`config.mk`:
```
export PLATFORM = sky130hd
export DESIGN_NAME = commit_trace_encoder
export DESIGN_NICKNAME = d
export VERILOG_FILES = /design/src/rtl/commit_trace_encoder.sv
export SDC_FILE = /design/constraint.sdc
export NUM_CORES = 1
export LEC_CHECK = 0
export BUFFER_PORTS_ARGS = -buffer_cell sky130_fd_sc_hd__buf_2
export CAP_MARGIN = 20
export CORE_ASPECT_RATIO = 0.8
export CORE_MARGIN = 2
export CORE_UTILIZATION = 60
export CTS_CLUSTER_SIZE = 25
export DETAILED_ROUTE_END_ITERATION = 8
export PLACE_DENSITY = 0.79
export SYNTH_ARGS = -nofsm -noshare
export SYNTH_HDL_FRONTEND = slang
export SYNTH_SLANG_ARGS = --single-unit
```
`constraint.sdc`:
```
create_clock -name clk -period 13.3 [get_ports clk]
set_input_delay 0.665 -clock clk [delete_from_list [all_inputs] [get_ports clk]]
set_output_delay 0.665 -clock clk [all_outputs]
set_load 0.02 [all_outputs]
```
`src/rtl/commit_trace_encoder.sv`:
```
// commit_trace_encoder
//
// Commit-trace transmitter. Each cycle it samples the writeback and
// data-memory event signals, buffers REG / LOAD / STORE events in a FIFO and
// serialises them as 16-bit word records over a valid/ready stream. A halt
// latches the final instruction and cycle counts into a dedicated register.
// That HALT record is always the last record sent.
//
// Record formats (words in order, header bit 11 = PC-present flag):
//   REG   : 0x100r, wdata
//   LOAD  : 0x2000, addr, rdata
//   STORE : 0x3000, addr, wdata
//   HALT  : 0xF000, inst_count, cycle_count
// With TRACE_PC_EN defined, every record carries the event PC as word 1.
// Its header then has bit 11 set (e.g. 0x180r).
//
// Ports:
//   clk, rst_n            clock, synchronous active-low reset
//   ev_pc                 PC of this cycle's events
//   rf_we/rf_waddr/rf_wdata         register writeback event
//   mem_en/mem_wr/mem_addr/mem_wdata/mem_rdata   data-memory event
//   halt                  halt reached memory/writeback stage
//   tr_data/tr_valid/tr_ready/tr_last           trace word stream
//   overflow              sticky, some event cycle was dropped
//   drop_count            dropped event cycles, saturating
//   done                  halt record fully sent
//
// Parameter FIFO_DEPTH: number of event entries, power of 2, >= 2.

module commit_trace_encoder #(
  parameter int FIFO_DEPTH = 8
) (
  input  logic        clk,
  input  logic        rst_n,
  input  logic [15:0] ev_pc,
  input  logic        rf_we,
  input  logic [3:0]  rf_waddr,
  input  logic [15:0] rf_wdata,
  input  logic        mem_en,
  input  logic        mem_wr,
  input  logic [15:0] mem_addr,
  input  logic [15:0] mem_wdata,
  input  logic [15:0] mem_rdata,
  input  logic        halt,
  output logic [15:0] tr_data,
  output logic        tr_valid,
  input  logic        tr_ready,
  output logic        tr_last,
  output logic        overflow,
  output logic [15:0] drop_count,
  output logic        done
);

  localparam int PTR_W = (FIFO_DEPTH > 1) ? $clog2(FIFO_DEPTH) : 1;
  localparam int CNT_W = PTR_W + 1;

  localparam logic [1:0] S_IDLE = 2'd0;
  localparam logic [1:0] S_SEND = 2'd1;
  localparam logic [1:0] S_HALT = 2'd2;
  localparam logic [1:0] S_DONE = 2'd3;

  localparam logic [1:0] K_REG   = 2'd0;
  localparam logic [1:0] K_LOAD  = 2'd1;
  localparam logic [1:0] K_STORE = 2'd2;

`ifdef TRACE_PC_EN
  localparam logic       HDR_PC   = 1'b1;
  localparam logic [1:0] PC_WORDS = 2'd1;

  typedef struct packed {
    logic [1:0]  kind;
    logic [3:0]  rd;
    logic [15:0] addr;
    logic [15:0] data;
    logic [15:0] pc;
  } entry_t;
`else
  localparam logic       HDR_PC   = 1'b0;
  localparam logic [1:0] PC_WORDS = 2'd0;

  typedef struct packed {
    logic [1:0]  kind;
    logic [3:0]  rd;
    logic [15:0] addr;
    logic [15:0] data;
  } entry_t;
`endif

  localparam logic [15:0] HALT_HDR  = {4'hF, HDR_PC, 11'd0};
  localparam logic [1:0]  HALT_LAST = 2'd2 + PC_WORDS;

  // Word idx of a FIFO entry's record. Payload words follow the header and
  // the optional PC word: REG carries data only, LOAD/STORE carry addr, data.
  function automatic logic [15:0] entry_word(input entry_t e, input logic [1:0] idx);
    logic [15:0] w;
    logic [1:0]  j;
    w = '0;
    j = idx - 2'd1 - PC_WORDS;
    if (idx == 2'd0) begin
      case (e.kind)
        K_REG:   w = {4'h1, HDR_PC, 7'd0, e.rd};
        K_LOAD:  w = {4'h2, HDR_PC, 11'd0};
        default: w = {4'h3, HDR_PC, 11'd0};
      endcase
    end
`ifdef TRACE_PC_EN
    else if (idx == 2'd1) begin
      w = e.pc;
    end
`endif
    else begin
      w = (e.kind == K_REG || j == 2'd1) ? e.data : e.addr;
    end
    return w;
  endfunction

  function automatic logic [1:0] entry_last(input logic [1:0] kind);
    return (kind == K_REG) ? (2'd1 + PC_WORDS) : (2'd2 + PC_WORDS);
  endfunction

  // State
  entry_t             mem [FIFO_DEPTH];
  logic [PTR_W-1:0]   wr_ptr, rd_ptr;
  logic [CNT_W-1:0]   count;
  logic [1:0]         state;
  logic [1:0]         widx;
  logic [15:0]        cycle_count, inst_count;
  logic               halt_seen;
  logic [15:0]        halt_inst, halt_cyc;
`ifdef TRACE_PC_EN
  logic [15:0]        halt_pc;
`else
  logic               pc_unused;
  assign pc_unused = ^ev_pc;
`endif

  // Per-cycle decode
  logic               accept, ev_reg, ev_mem, halt_now, halt_avail;
  logic [1:0]         n_ev, n_push;
  logic [CNT_W-1:0]   free_slots;
  logic               drop_now, inst_inc, pop, rec_end;
  entry_t             reg_entry, mem_entry, in0, in1, head, next_entry;
  logic               next_avail;
  logic [1:0]         widx_inc, hj;
  logic [15:0]        adv_word;
  logic               adv_last;

  // NOTE: every signal assigned in always_comb gets a default first, so no
  // path leaves it unassigned and no latch is inferred.
  always_comb begin
    // Once halt is latched (and in DONE) inputs are ignored entirely.
    accept     = ~halt_seen;
    ev_reg     = accept & rf_we;
    ev_mem     = accept & mem_en;
    halt_now   = accept & halt;
    halt_avail = halt_seen | halt_now;
    inst_inc   = accept & (halt | rf_we | (mem_en & mem_wr));

    n_ev       = {1'b0, ev_reg} + {1'b0, ev_mem};
    // Free space is judged on the occupancy before any pop this cycle.
    free_slots = CNT_W'(FIFO_DEPTH) - count;
    drop_now   = (CNT_W'(n_ev) > free_slots);
    n_push     = drop_now ? 2'd0 : n_ev;

    reg_entry      = '0;
    reg_entry.kind = K_REG;
    reg_entry.rd   = rf_waddr;
    reg_entry.data = rf_wdata;
    mem_entry      = '0;
    mem_entry.kind = mem_wr ? K_STORE : K_LOAD;
    mem_entry.addr = mem_addr;
    mem_entry.data = mem_wr ? mem_wdata : mem_rdata;
`ifdef TRACE_PC_EN
    reg_entry.pc   = ev_pc;
    mem_entry.pc   = ev_pc;
`endif
    // REG is pushed ahead of the memory event of the same cycle.
    in0 = ev_reg ? reg_entry : mem_entry;
    in1 = mem_entry;

    pop     = (state == S_SEND) & tr_valid & tr_ready & tr_last;
    rec_end = (state == S_IDLE) | pop;

    // Entry that starts the next record. Incoming events bypass the FIFO
    // when it holds nothing ahead of them, so a word appears the cycle after
    // the push and records follow each other without a gap.
    next_avail = 1'b0;
    next_entry = in0;
    if (pop) begin
      if (count > CNT_W'(1)) begin
        next_avail = 1'b1;
        next_entry = mem[rd_ptr + PTR_W'(1)];
      end else if (n_push != 2'd0) begin
        next_avail = 1'b1;
      end
    end else begin
      if (count != '0) begin
        next_avail = 1'b1;
        next_entry = mem[rd_ptr];
      end else if (n_push != 2'd0) begin
        next_avail = 1'b1;
      end
    end

    // Following word of the record in flight.
    head     = mem[rd_ptr];
    widx_inc = widx + 2'd1;
    hj       = widx_inc - PC_WORDS;
    adv_word = '0;
    adv_last = 1'b0;
    if (state == S_HALT) begin
      if (hj == 2'd1) adv_word = halt_inst;
      if (hj == 2'd2) adv_word = halt_cyc;
`ifdef TRACE_PC_EN
      if (widx_inc == 2'd1) adv_word = halt_pc;
`endif
      adv_last = (widx_inc == HALT_LAST);
    end else begin
      adv_word = entry_word(head, widx_inc);
      adv_last = (widx_inc == entry_last(head.kind));
    end
  end

  // NOTE: the FIFO storage has no reset; validity is tracked by the
  // pointers and count, which are reset.
  always_ff @(posedge clk) begin
    if (n_push != 2'd0) mem[wr_ptr] <= in0;
    if (n_push == 2'd2) mem[wr_ptr + PTR_W'(1)] <= in1;
  end

  // NOTE: state registers use non-blocking assignments so every register
  // samples the pre-edge values regardless of statement order.
  always_ff @(posedge clk) begin
    if (!rst_n) begin
      wr_ptr      <= '0;
      rd_ptr      <= '0;
      count       <= '0;
      state       <= S_IDLE;
      widx        <= '0;
      cycle_count <= '0;
      inst_count  <= '0;
      halt_seen   <= 1'b0;
      halt_inst   <= '0;
      halt_cyc    <= '0;
`ifdef TRACE_PC_EN
      halt_pc     <= '0;
`endif
      tr_data     <= '0;
      tr_valid    <= 1'b0;
      tr_last     <= 1'b0;
      overflow    <= 1'b0;
      drop_count  <= '0;
      done        <= 1'b0;
    end else begin
      cycle_count <= cycle_count + 16'd1;
      if (inst_inc) inst_count <= inst_count + 16'd1;

      // The halt cycle itself counts in both totals.
      if (halt_now) begin
        halt_seen <= 1'b1;
        halt_inst <= inst_count + 16'd1;
        halt_cyc  <= cycle_count + 16'd1;
`ifdef TRACE_PC_EN
        halt_pc   <= ev_pc;
`endif
      end

      if (drop_now) begin
        overflow <= 1'b1;
        if (drop_count != 16'hFFFF) drop_count <= drop_count + 16'd1;
      end

      wr_ptr <= wr_ptr + PTR_W'(n_push);
      rd_ptr <= rd_ptr + PTR_W'(pop);
      count  <= count + CNT_W'(n_push) - CNT_W'(pop);

      if (rec_end) begin
        widx    <= '0;
        tr_last <= 1'b0;
        if (next_avail) begin
          state    <= S_SEND;
          tr_valid <= 1'b1;
          tr_data  <= entry_word(next_entry, 2'd0);
        end else if (halt_avail) begin
          state    <= S_HALT;
          tr_valid <= 1'b1;
          tr_data  <= HALT_HDR;
        end else begin
          state    <= S_IDLE;
          tr_valid <= 1'b0;
          tr_data  <= '0;
        end
      end else if ((state == S_SEND || state == S_HALT) && tr_valid && tr_ready) begin
        if (tr_last) begin
          // Only the HALT record reaches here; SEND's last word is a pop.
          state    <= S_DONE;
          done     <= 1'b1;
          tr_valid <= 1'b0;
          tr_last  <= 1'b0;
          tr_data  <= '0;
        end else begin
          widx    <= widx_inc;
          tr_data <= adv_word;
          tr_last <= adv_last;
        end
      end
    end
  end

endmodule

```
# Word-level counts from Yosys, hierarchy flattened

Memories as Yosys holds them, arrays and structs flattened. A register that Yosys moved wholly into a read port is not among the register bits.
Index checks and enable logic that the tools add are counted.

Bits in registers: 115
Memory bits (writable): 304
Output and inout port bits: 36
Word-level logic and storage cells: 115
Memories: 1

Add/sub/neg operators: 13
$lt $le $gt $ge: 2
Eq/ne operators: 10
Multiplexer cells: 40
Bitwise operators: 16
Reductions and logical operators: 17

Memories:

| name | depth | width | rd ports | clocked after memory_dff | wr ports | RTL line | text |
|---|---|---|---|---|---|---|---|
| mem  | 8     | 38    | 2        | 1                        | 2        | 122      | `entry_t mem [FIFO_DEPTH];` |

Operators with widths:

| cell                    | number |
|---|---|
| $mux W16                | 11 |
| $mux W38                | 4 |
| $pmux W14 S2            | 2 |
| $add A16 B1 Y16 const B | 3 |
| $mux W2                 | 8 |
| $ne A16 B16 Y1 const B  | 1 |
| $mux W1                 | 14 |
| $eq A2 B1 Y1 const B    | 5 |
| $and A1 B1 Y1           | 8 |
| $logic_not A2 Y1        | 4 |
| $add A3 B1 Y3 const B   | 2 |
| $eq A2 B2 Y1 const B    | 3 |
| $reduce_and A2 Y1       | 3 |
| $reduce_bool A2 Y1      | 3 |
| $add A4 B2 Y4           | 1 |
| $gt A2 B4 Y1            | 1 |
| $gt A4 B1 Y1 const B    | 1 |
| $not A1 Y1              | 4 |
| $or A1 B1 Y1            | 4 |
| $reduce_bool A4 Y1      | 1 |
| $sub A4 B1 Y4           | 1 |
| $sub A4 B4 Y4 const A   | 1 |
| $add A3 B1 Y3           | 1 |
| $add A3 B2 Y3           | 1 |
| other kinds (9)         | 11 |

# Longest topological paths before layout

Depth in word-level cells: 11
Depth in mapped cells: 18
Mapped depth without buffers: 15

# Worst setup path after synthesis

No wires, ideal clock.

Kind: input-to-reg
Start point: in rf_we
End point: mem mem[3][0] in the netlist's numbering (enable)
Setup time: 0.472 ns
Arrival time: 5.630 ns
Data required time: 12.828 ns
Path slack: 7.197 ns
Stages: 13
Cell sequence: nand2b_1 buf_2 inv_1 clkbuf_1 clkbuf_1 ha_1 ha_1 nor2b_1 o21ai_1 o21ai_1 or3_1 buf_2 o21ai_0

RTL lines:

| element     | RTL line | text |
|---|---|---|
| from (decl) | 36       | `input logic rf_we,` |
| to (decl)   | 122      |  |

==> impl_metrics.tcl <==
set metrics [dict create \
    status "complete, no violations" \
    min_to "halt_seen" \
    wl_met3_microns 6320 \
    firstDrtPassIters 5 \
    final_cell_area_sq_mm 0.0226 \
    synth_top_area_frac 0.403 \
    cts.sinks 419 \
    die_h_microns 168 \
    post_cts_buffers 0 \
    postSynthNetCount 1778 \
    worstSkewPairLatency_ps 570 \
    viasPerCell 6.63 \
    place_area_sq_mm 0.0212 \
    synth_top_flop_cell "edfxtp_1" \
    antenna_found_initial 4 \
    grt_pass1_wl_microns 82000 \
    drt_iter0_drc 2080 \
    synth.yosys.seq_area_share 0.548 \
    clock-root-buffer "clkbuf_16" \
    hp-class "in -> reg" \
    detail-route-antenna-nets 0 \
    clkTransAtPathRegs_ps 60 \
    synth_top_cell_by_area "edfxtp_1" \
    r2r_start "halt_seen" \
    row_count 60 \
    cts_resized 0 \
    area_growth_pct 11.3 \
    worstPathRequired_ps 13470 \
    cts_tree "yes" \
    fin_tns_setup_ps 0 \
    synth_seq_cells 419 \
    num_io_pins 127 \
    dp.cells 2122 \
    wl_microns 53700 \
    cp_slowest_cell "nand2b_2" \
    tightest_slew_ps 1150 \
    min_period_over_period 0.378 \
    cp_max_fo 34 \
    worstSetupStartpoint "halt_seen" \
    async_flop_share 0 \
    finalHoldViolations 0 \
    path_class "reg -> reg" \
    wl_met1_microns 21100 \
    detailroute.wirelength.met2_microns 24700 \
    synthCells 1660 \
    drt-wirelength-per-cell_microns 24.4 \
    finalSetupViolCount 0 \
    synth_edf_count 272 \
    rsz0062_at_grt "false" \
    worst-r2r-cell-count 10 \
    power_density_mw_per_mm2 174 \
    dp_hpwl_microns 33000 \
    critical_path_arrival_ps 5200 \
    p_leak_nw 7.83 \
    reg2reg_slack_ps 8270 \
    fin_skew_ps 21.6 \
    cp-start-kind "register" \
    maxSlewViolCount 0 \
    cts_made_buffers 41 \
    htree_levels 2 \
    cp-end-kind "register" \
    core_area_sq_mm 0.0335 \
    grt_max_degree 92 \
    yosys.cell_types.count 61 \
    cap_violations 0 \
    nets 1852 \
    gr-total-overflow 0 \
    yosys_warnings 0 \
    fin_cells 2198 \
    critPathMaxStageDelay_ps 970 \
    syn_avg_cell_area_sq_um 12.2 \
    portBuffers 110 \
    final_util 0.674 \
    grt_usage 0.306 \
    grt_pass1_vias 14300 \
    peakVddDrop_mv 0.163 \
    gp_congestion 0.891 \
    vias 14600 \
    hold_buffers 0 \
    clk_path_buf_depth 3 \
    path_cells "nand2b_1 -> inv_1 -> ha_1 -> ha_1 -> nor2b_1 -> o21ai_1 -> o21ai_1 -> or3_1 -> nor3_4 -> nand2b_2" \
    whs_path_depth 3 \
    slew_headroom 0.232 \
    synth_area_leaders "edfxtp_1 (40%), dfxtp_1 (15%), mux4_2 (11%), nor2b_1 (3.6%), o22ai_1 (3.5%)" \
    top_layer "met5" \
    start_util 0.606 \
    worstReg2RegEnd "mem[1][27]" \
    hp-start "halt" \
    dieArea_sq_mm 0.0353 \
    period_minus_slack_ps 5030 \
    die_width_microns 210 \
    whs_ps 401 \
    syn_area_sq_mm 0.0203 \
    drc_errors 0 \
    drive_gt1_frac 0.209 \
    fmax_mhz 199 \
]
## worst max path at each step
stage / end / slack [ps] / cells past startpoint
finish: mem[1][27] / 8270 / 10
global route: mem[2][19] / 8060 / 11
CTS: mem[2][21] / 7890 / 11
detailed placement: mem[2][29] / 7690 / 12
global placement: mem[2][29] / 7730 / 12
floorplan: mem[3][0] / 7200 / 13
## cell usage after synthesis (6+ instances only)
| library cell | number |
|---|---|
| o21ai_0 | 34 |
| or3_1 | 12 |
| buf_2 | 31 |
| nor2b_1 | 116 |
| nand3_1 | 30 |
| mux2i_1 | 59 |
| clkbuf_1 | 68 |
| a211oi_1 | 31 |
| a21oi_1 | 65 |
| nor4_1 | 8 |
| mux4_2 | 99 |
| dfxtp_1 | 147 |
| buf_1 | 7 |
| inv_1 | 23 |
| ha_1 | 25 |
| a221o_1 | 8 |
| xor2_1 | 33 |
| nand4_1 | 6 |
| o22ai_2 | 16 |
| o21ai_1 | 7 |
| and2_1 | 28 |
| nor2b_2 | 13 |
| o22ai_1 | 112 |
| edfxtp_1 | 272 |
| and3_1 | 15 |
| xnor2_1 | 22 |
| nand2_1 | 108 |
| nor2_1 | 184 |
## metal layers
metal | track usage | vias up
met5 | 0 | -
met4 | 0.105 | 6
met3 | 0.0772 | 128
met2 | 0.480 | 854
met1 | 0.422 | 7174
li1 | - | 6401
## stage by stage
stage               power, mW  worst slack [ps]
CTS                      3.90              7890
detailed placement       2.77              7690
global placement         2.73              7730
floorplan                2.41              7200
global route             4.06              8060
finish                   3.92              8270
## report_power, final
group          internal [mW]  leakage (nW)  switching [mW]
Combinational          0.382          3.43           0.693
Sequential              1.62          3.77          0.0889
Clock                  0.642         0.632           0.498
## worst max-delay path, delay by kind of cell (launching register included)
family,cells,cell delay (ps)
AND/OR/NAND/NOR,5,2750
AO/OA/AOI/OAI,2,670
adder cells (fa/ha/maj),2,570
flip-flops,1,470
buffers and inverters,1,140
## sequential cells by signal, indices dropped and copies added, names as in the netlist, 4 cells and up
register	cells
count	4
mem	304
tr_data	16
halt_inst	16
drop_count	16
halt_cyc	16
inst_count	16
cycle_count	16
## cell families after synthesis
| logic type | synth area share |
|---|---|
| AOI/OAI and AO/OA | 0.105 |
| xor gates and xnor gates | 0.0238 |
| adders and majority gates | 0.0174 |
| buffers and inverters | 0.0289 |
| DFF | 0.548 |
| muxes | 0.143 |
| and+or+nand+nor | 0.134 |
## layout make-up
type / instances / area (sq um)
diodes: 1 / 2.50
flip-flops and latches: 419 / 11100
fillers: 2360 / 10900
inverters: 23 / 86.3
clock inverters: 10 / 97.6
clock buffers: 62 / 1200
repair buffers: 143 / 831
multi-input cells: 1106 / 8690
well taps: 434 / 543
## placed cells by master, fill, tap and decap left out, types with 8 or more instances in the layout
master / n
o21ai_0: 30
nor2b_1: 115
nor2_1: 184
mux2i_1: 59
buf_4: 30
clkbuf_1: 13
a221o_1: 8
mux4_2: 99
a211oi_1: 31
buf_2: 110
a21oi_1: 64
and3_1: 15
nor2b_2: 13
nand3_1: 30
ha_1: 25
or3_1: 12
xor2_1: 33
xnor2_1: 22
o22ai_1: 112
nand2_1: 107
and2_1: 28
dfxtp_1: 144
inv_1: 22
clkbuf_16: 42
o22ai_2: 16
edfxtp_1: 272
nor4_1: 8
(Power assumes the default switching activity.)
